$ cat config.mk
export PLATFORM = sky130hd
export DESIGN_NAME = mul_div_unit
export DESIGN_NICKNAME = d
export VERILOG_FILES = /design/src/rtl/alu_pkg.sv /design/src/rtl/mdu_datapath.sv /design/src/rtl/mul_div_unit.sv
export SDC_FILE = /design/constraint.sdc
export NUM_CORES = 1
export LEC_CHECK = 0
export CAP_MARGIN = 15
export CORE_MARGIN = 2
export CORE_UTILIZATION = 54
export CTS_BUF_LIST = sky130_fd_sc_hd__clkbuf_2
export DETAILED_ROUTE_END_ITERATION = 7
export PLACE_DENSITY = 0.8
export REMOVE_ABC_BUFFERS = 1
export SLEW_MARGIN = 20
export SYNTH_ARGS = -nofsm -noshare
export SYNTH_HDL_FRONTEND = slang
export SYNTH_HIERARCHICAL = 1
export SYNTH_SLANG_ARGS = --single-unit
$ cat constraint.sdc
create_clock -name clk -period 3.2 [get_ports clk]
set_input_delay 0.48 -clock clk [delete_from_list [all_inputs] [get_ports clk]]
set_output_delay 0.48 -clock clk [all_outputs]
set_load 0.01 [all_outputs]
$ cat src/rtl/alu_pkg.sv
// rtl/alu_pkg.sv - shared ALU opcodes, flag bit positions and MDU state encoding
package alu_pkg;

    localparam logic [3:0] ALU_AND = 4'b0000;
    localparam logic [3:0] ALU_OR  = 4'b0001;
    localparam logic [3:0] ALU_ADD = 4'b0010;
    localparam logic [3:0] ALU_MUL = 4'b0011;
    localparam logic [3:0] ALU_NOR = 4'b0100;
    localparam logic [3:0] ALU_DIV = 4'b0101;
    localparam logic [3:0] ALU_SUB = 4'b0110;
    localparam logic [3:0] ALU_SLT = 4'b0111;
    localparam logic [3:0] ALU_SLL = 4'b1000;
    localparam logic [3:0] ALU_SRL = 4'b1001;

    localparam int FLG_DIVZ = 0;
    localparam int FLG_OVF  = 1;
    localparam int FLG_UNF  = 2;

    localparam logic [1:0] ST_IDLE   = 2'b00;
    localparam logic [1:0] ST_RUN    = 2'b01;
    localparam logic [1:0] ST_FINISH = 2'b10;

    // What FINISH should report for the operation that just completed
    typedef enum logic [1:0] {
        KIND_MUL  = 2'b00,
        KIND_DIV  = 2'b01,
        KIND_DIVZ = 2'b10,
        KIND_INV  = 2'b11
    } mdu_kind_e;

endpackage

$ cat src/rtl/mdu_datapath.sv
// rtl/mdu_datapath.sv - shift-add multiply / restoring divide accumulator and iteration counter
module mdu_datapath #(
    parameter int WIDTH     = 32,
    parameter int CNT_WIDTH = 6
) (
    input  logic             clk,
    input  logic             rst_n,
    input  logic             i_load,
    input  logic             i_step,
    input  logic             i_is_div,
    input  logic [WIDTH-1:0] i_a,
    input  logic [WIDTH-1:0] i_b,
    output logic [WIDTH-1:0] o_hi,
    output logic [WIDTH-1:0] o_lo,
    output logic             o_cnt_zero
);

    logic [WIDTH-1:0]     r_hi;
    logic [WIDTH-1:0]     r_lo;
    logic [WIDTH-1:0]     r_opnd;
    logic                 r_is_div;
    logic [CNT_WIDTH-1:0] r_cnt;

    logic [WIDTH:0]       w_add_sum;
    logic [WIDTH:0]       w_shifted;
    logic                 w_q_bit;
    logic [WIDTH-1:0]     w_rem_sub;

    // Multiply: {r_hi, r_lo} is the product register with the multiplier in r_lo.
    assign w_add_sum = {1'b0, r_hi} + (r_lo[0] ? {1'b0, r_opnd} : '0);

    // Divide: r_hi is the partial remainder, r_lo shifts dividend out and quotient in.
    assign w_shifted = {r_hi, r_lo[WIDTH-1]};
    assign w_q_bit   = (w_shifted >= {1'b0, r_opnd});
    assign w_rem_sub = w_shifted[WIDTH-1:0] - r_opnd;

    always_ff @(posedge clk or negedge rst_n) begin
        if (!rst_n) begin
            r_hi     <= '0;
            r_lo     <= '0;
            r_opnd   <= '0;
            r_is_div <= 1'b0;
            r_cnt    <= '0;
        end else if (i_load) begin
            r_hi     <= '0;
            r_lo     <= i_is_div ? i_a : i_b;
            r_opnd   <= i_is_div ? i_b : i_a;
            r_is_div <= i_is_div;
            r_cnt    <= CNT_WIDTH'(WIDTH - 1);
        end else if (i_step) begin
            if (r_is_div) begin
                r_hi <= w_q_bit ? w_rem_sub : w_shifted[WIDTH-1:0];
                r_lo <= {r_lo[WIDTH-2:0], w_q_bit};
            end else begin
                r_hi <= w_add_sum[WIDTH:1];
                r_lo <= {w_add_sum[0], r_lo[WIDTH-1:1]};
            end
            if (r_cnt != '0) begin
                r_cnt <= r_cnt - 1'b1;
            end
        end
    end

    assign o_hi       = r_hi;
    assign o_lo       = r_lo;
    assign o_cnt_zero = (r_cnt == '0);

endmodule

$ cat src/rtl/mul_div_unit.sv
// rtl/mul_div_unit.sv - iterative multiply/divide engine with start/busy/done handshake
module mul_div_unit
    import alu_pkg::*;
#(
    parameter int WIDTH      = 32,
    parameter int FLAG_WIDTH = 3,
    parameter int CNT_WIDTH  = 6
) (
    input  logic                  clk,
    input  logic                  rst_n,
    input  logic                  Start,
    input  logic [3:0]            ALUCon,
    input  logic [WIDTH-1:0]      DataA,
    input  logic [WIDTH-1:0]      DataB,
    input  logic                  Abort,
    output logic                  Busy,
    output logic                  Done,
    output logic [WIDTH-1:0]      Result,
    output logic [WIDTH-1:0]      Hi,
    output logic [FLAG_WIDTH-1:0] Flag
);

    logic [1:0]            r_state;
    mdu_kind_e             r_kind;
    logic [WIDTH-1:0]      r_result;
    logic [WIDTH-1:0]      r_hi;
    logic [FLAG_WIDTH-1:0] r_flag;

    logic                  w_is_mul;
    logic                  w_is_div;
    logic                  w_div_zero;
    logic                  w_accept;
    logic                  w_load;
    logic                  w_step;
    logic [WIDTH-1:0]      w_dp_hi;
    logic [WIDTH-1:0]      w_dp_lo;
    logic                  w_cnt_zero;
    logic [WIDTH-1:0]      w_fin_result;
    logic [WIDTH-1:0]      w_fin_hi;
    logic [FLAG_WIDTH-1:0] w_fin_flag;

    assign w_is_mul   = (ALUCon == ALU_MUL);
    assign w_is_div   = (ALUCon == ALU_DIV);
    assign w_div_zero = w_is_div && (DataB == '0);
    assign w_accept   = (r_state == ST_IDLE) && Start && !Abort;

    // Divide-by-zero still loads so the dividend is available for Hi in FINISH.
    assign w_load = w_accept && (w_is_mul || w_is_div);
    assign w_step = (r_state == ST_RUN) && !Abort;

    mdu_datapath #(
        .WIDTH     (WIDTH),
        .CNT_WIDTH (CNT_WIDTH)
    ) u_datapath (
        .clk        (clk),
        .rst_n      (rst_n),
        .i_load     (w_load),
        .i_step     (w_step),
        .i_is_div   (w_is_div),
        .i_a        (DataA),
        .i_b        (DataB),
        .o_hi       (w_dp_hi),
        .o_lo       (w_dp_lo),
        .o_cnt_zero (w_cnt_zero)
    );

    always_comb begin
        w_fin_result = '0;
        w_fin_hi     = '0;
        w_fin_flag   = '0;
        case (r_kind)
            KIND_MUL: begin
                w_fin_result        = w_dp_lo;
                w_fin_hi            = w_dp_hi;
                w_fin_flag[FLG_OVF] = (w_dp_hi != '0);
            end
            KIND_DIV: begin
                w_fin_result = w_dp_lo;
                w_fin_hi     = w_dp_hi;
            end
            KIND_DIVZ: begin
                w_fin_result         = '1;
                w_fin_hi             = w_dp_lo;
                w_fin_flag[FLG_DIVZ] = 1'b1;
            end
            default: begin
                w_fin_result = '0;
                w_fin_hi     = '0;
                w_fin_flag   = '0;
            end
        endcase
    end

    always_ff @(posedge clk or negedge rst_n) begin
        if (!rst_n) begin
            r_state  <= ST_IDLE;
            r_kind   <= KIND_INV;
            r_result <= '0;
            r_hi     <= '0;
            r_flag   <= '0;
        end else begin
            case (r_state)
                ST_IDLE: begin
                    if (w_accept) begin
                        if (!(w_is_mul || w_is_div)) begin
                            r_kind  <= KIND_INV;
                            r_state <= ST_FINISH;
                        end else if (w_div_zero) begin
                            r_kind  <= KIND_DIVZ;
                            r_state <= ST_FINISH;
                        end else begin
                            r_kind  <= w_is_div ? KIND_DIV : KIND_MUL;
                            r_state <= ST_RUN;
                        end
                    end
                end
                ST_RUN: begin
                    if (Abort) begin
                        r_state <= ST_IDLE;
                    end else if (w_cnt_zero) begin
                        r_state <= ST_FINISH;
                    end
                end
                ST_FINISH: begin
                    if (!Abort) begin
                        r_result <= w_fin_result;
                        r_hi     <= w_fin_hi;
                        r_flag   <= w_fin_flag;
                    end
                    r_state <= ST_IDLE;
                end
                default: r_state <= ST_IDLE;
            endcase
        end
    end

    // Outputs show the fresh result during the Done cycle; an abort in FINISH leaves the held values visible.
    assign Busy   = (r_state == ST_RUN);
    assign Done   = (r_state == ST_FINISH) && !Abort;
    assign Result = Done ? w_fin_result : r_result;
    assign Hi     = Done ? w_fin_hi     : r_hi;
    assign Flag   = Done ? w_fin_flag   : r_flag;

endmodule

==> reports/metrics.cfg <==
[grt]
grt_pass1_wl_mm = 67.5
grt_pass1_vias = 12454
grt_overflow_total = 0
grt_max_degree = 97
antenna_found_initial = 1
track_usage_pct = 35.1

[final_layout]
fin_nets = 1915
final_layout_size_suffix_gt1_share_pct = 20.9
multi_input_area_um2 = 8520
areaGrowthSynthToFinish_pct = 29.6
fillers = 1809
ff_latch_area_um2 = 4340

[synth]
synth_compound_area_share_pct = 22.5
synth_common_cells = 223 x nor2_1, 188 x a21oi_1, 171 x dfrtp_1, 117 x nand2_1, 102 x mux2i_1
yosys_warnings = 6
synth-xor-area-share_pct = 3.55
synthMuxAreaShare_pct = 9.00
ys_top_cells_by_area = dfrtp_1 33%, mux2i_1 8.0%, a21oi_1 7.3%
avgSynthCellArea_um2 = 8.43
ys_ff_latch = 173
yosysTopAreaCellShare_pct = 33.3
yosys.area.top_type = dfrtp_1
ys_async_sr_fraction_pct = 100
yosys.area_share.adder_pct = 6.74
synth_top_family_by_area = compound AO/OA/AOI/OAI gates
synth_edf_count = 0
synth_ff_type = dfrtp_1
synth_simple_gate_area_share_pct = 19.2
ys_types = 86
netlist_area_um2 = 12800
synth_cells = 1524
synth_most_common_cell = nor2_1
synth.yosys.seq_area_share_pct = 33.7

[placed_design]
port_buffers = 139
dp_hpwl_mm = 31.5
gp_congestion = 1.00
dp_slack_ns = -0.211

[run_status]
status = finished, violations left
violations = setup timing

[timing]
tightest_slew_ns = 1.23
fin_skew_ns = 0.0682
fin_crit_ns = 3.23
fin_ws_ns = -0.0288
slew_headroom_pct = 17.6
final_max_slew_viol_count = 0
rsz0062_at_grt = true
fmax_mhz = 310
hold_violations = 0
fin_crit_sh_pct = 101
finalSetupViolCount = 3

[floorplanning]
dieHeight_um = 158
io_pins = 141
die_x_um = 158
die-area_um2 = 25000
initial_utilization_pct = 54.9
core_area_um2 = 23400
num_rows = 56

[power_and_ir_drop]
total_power_uw = 14700
p_leak_uw = 0.00759
max-vdd-ir-drop_mv = 0.394
powerDensity_nw_per_um2 = 886

[route]
drtIter0Drc = 1462
wirelength_mm = 44.7
vias_per_cell = 6.26
wl_per_cell_um = 21.2
drc_errors = 0
ant_nets = 0
vias = 13194
firstDrtPassIters = 8

[worst_setup_path]
worst_ep_required_time_ns = 3.98
worstPathArrival_ns = 4.01
cp_max_fo = 13
path_class = reg2reg
endpoint_kind = register
cp-start-kind = register

[cts]
htreeDepth = 4
clkTransAtPathRegs_ns = 0.35
cts_tree = done
clock-sinks = 173
cts.path.max_buffers = 2
clk-insertion-delay-late_ns = 0.83
cts-root-buf = clkbuf_2
cts_inserted_buffers = 17

[min_path]
hold_path_class = in2async

[flow_run]
max_cap_viol_count = 0

[stage by stage]
stage / TNS [ns] / hold slack, ns / utilization (%) / cells / cell area, um2
global placement: -0.316 / 0.457 / 66.3 / 2049 / 15500
floorplan: -470.32 / 0.184 / - / 1432 / 12400
global route: -1.31 / 0.181 / 71.1 / 2108 / 16600
detailed placement: -0.823 / 0.462 / 66.3 / 2049 / 15500
CTS: -0.261 / 0.200 / 69.0 / 2097 / 16100
finish: -0.0356 / 0.217 / 71.1 / 2108 / 16600
[cells by family after synthesis]
family,Yosys count
and+or+nand+nor,521
DFF,173
AOI/OAI and AO/OA,449
other,1
buffers and inverters,146
muxes,114
xor gates and xnor gates,52
adders and majority gates,68
[path summary, 6_finish.rpt]
| path | start | end | slack [ns] | cells after the start |
|---|---|---|---|---|
| max | u_datapath/o_lo[0] | u_datapath/o_hi[29] | -0.03 | 12 |
| min | rst_n | u_datapath/r_cnt[4] | 0.22 | 2 |
| max reg2reg | u_datapath/o_lo[0] | u_datapath/o_hi[29] | -0.03 | 12 |
| min reg2reg | r_result[0] | r_result[0] | 0.52 | 2 |
| max in group asynchronous | rst_n | u_datapath/o_lo[31] | 2.20 | 3 |
| min in group clk | DataA[1] | u_datapath/o_lo[1] | 0.28 | 3 |
[report_power, final]
group	total, uW	internal (uW)	switching [uW]	leakage, uW
Combinational	9780	4470	5310	0.00535
Sequential	3750	2940	805	0.00210
Clock	1220	260	956	0.000143
Total	14700	7680	7070	0.00759
[cell type report]
type                            count  share of cell area [%]
Clock inverter                     14                   0.864
Tap cell                          319                    2.40
Sequential cell                   173                    26.1
Clock buffer                       18                   0.541
Antenna cell                        1                  0.0150
Timing Repair Buffer              323                    17.7
Inverter                           54                    1.22
Multi-Input combinational cell   1206                    51.2
[sequential cells by signal, indices dropped and copies added, names as in the netlist]
signal,count
u_datapath/o_lo,32
r_hi,32
r_kind,2
r_state,2
u_datapath/r_opnd,32
r_flag,2
u_datapath/r_is_div,1
u_datapath/r_cnt,6
u_datapath/o_hi,32
r_result,32
[cells in the final DEF, fill, tap and decap left out, types with 16 or more instances in the layout]
cell type / Yosys / final
buf_4: 5 / 163
mux2i_1: 102 / 102
o21ai_1: 26 / 33
nor4_1: 23 / 19
clkdlybuf4s50_1: 0 / 76
a21o_1: 22 / 22
dlygate4sd2_1: 0 / 44
nor3_1: 23 / 21
dfrtp_1: 171 / 165
o21ai_0: 64 / 49
nand2b_1: 24 / 24
clkbuf_2: 0 / 20
a221oi_2: 14 / 25
nor2_1: 223 / 217
ha_1: 66 / 49
xor2_1: 22 / 22
a21oi_1: 188 / 180
nand2_1: 117 / 110
inv_1: 51 / 50
xnor2_1: 30 / 30
and2_1: 34 / 28
ha_4: 0 / 16
[metal layers]
metal	part of all wire, %	wire length, um	vias up	GRT usage, %
met5	0	0	-	0
met4	3.4	1510	0	13.4
met3	9.7	4340	123	6.30
met2	47	20900	757	55.3
met1	40	18000	6322	48.1
li1	-	-	5992	-
[timing repair]
| action | CTS | global route |
|---|---|---|
| gates resized for setup | 118 | 96 |
| setup buffers | 13 | 10 |
| hold endpoints to repair | 60 | 0 |
| cloned | 2 | 0 |
| setup endpoints to repair | 79 | 47 |
| pin swaps | 39 | 34 |
| hold buffers | 1 | 0 |
[worst max-delay path, cell delays in order (launching register included)]
cell and delay (ns):
dfrtp_2 0.51, buf_12 0.14, buf_12 0.14, and2_4 0.15
ha_4 0.27, and4_4 0.25, nor3b_4 0.26, a311oi_2 0.15
o211ai_1 0.31, a31o_2 0.23, a211oi_2 0.06, or4_1 0.46
a311oi_1 0.26
(Power assumes the default switching activity.)
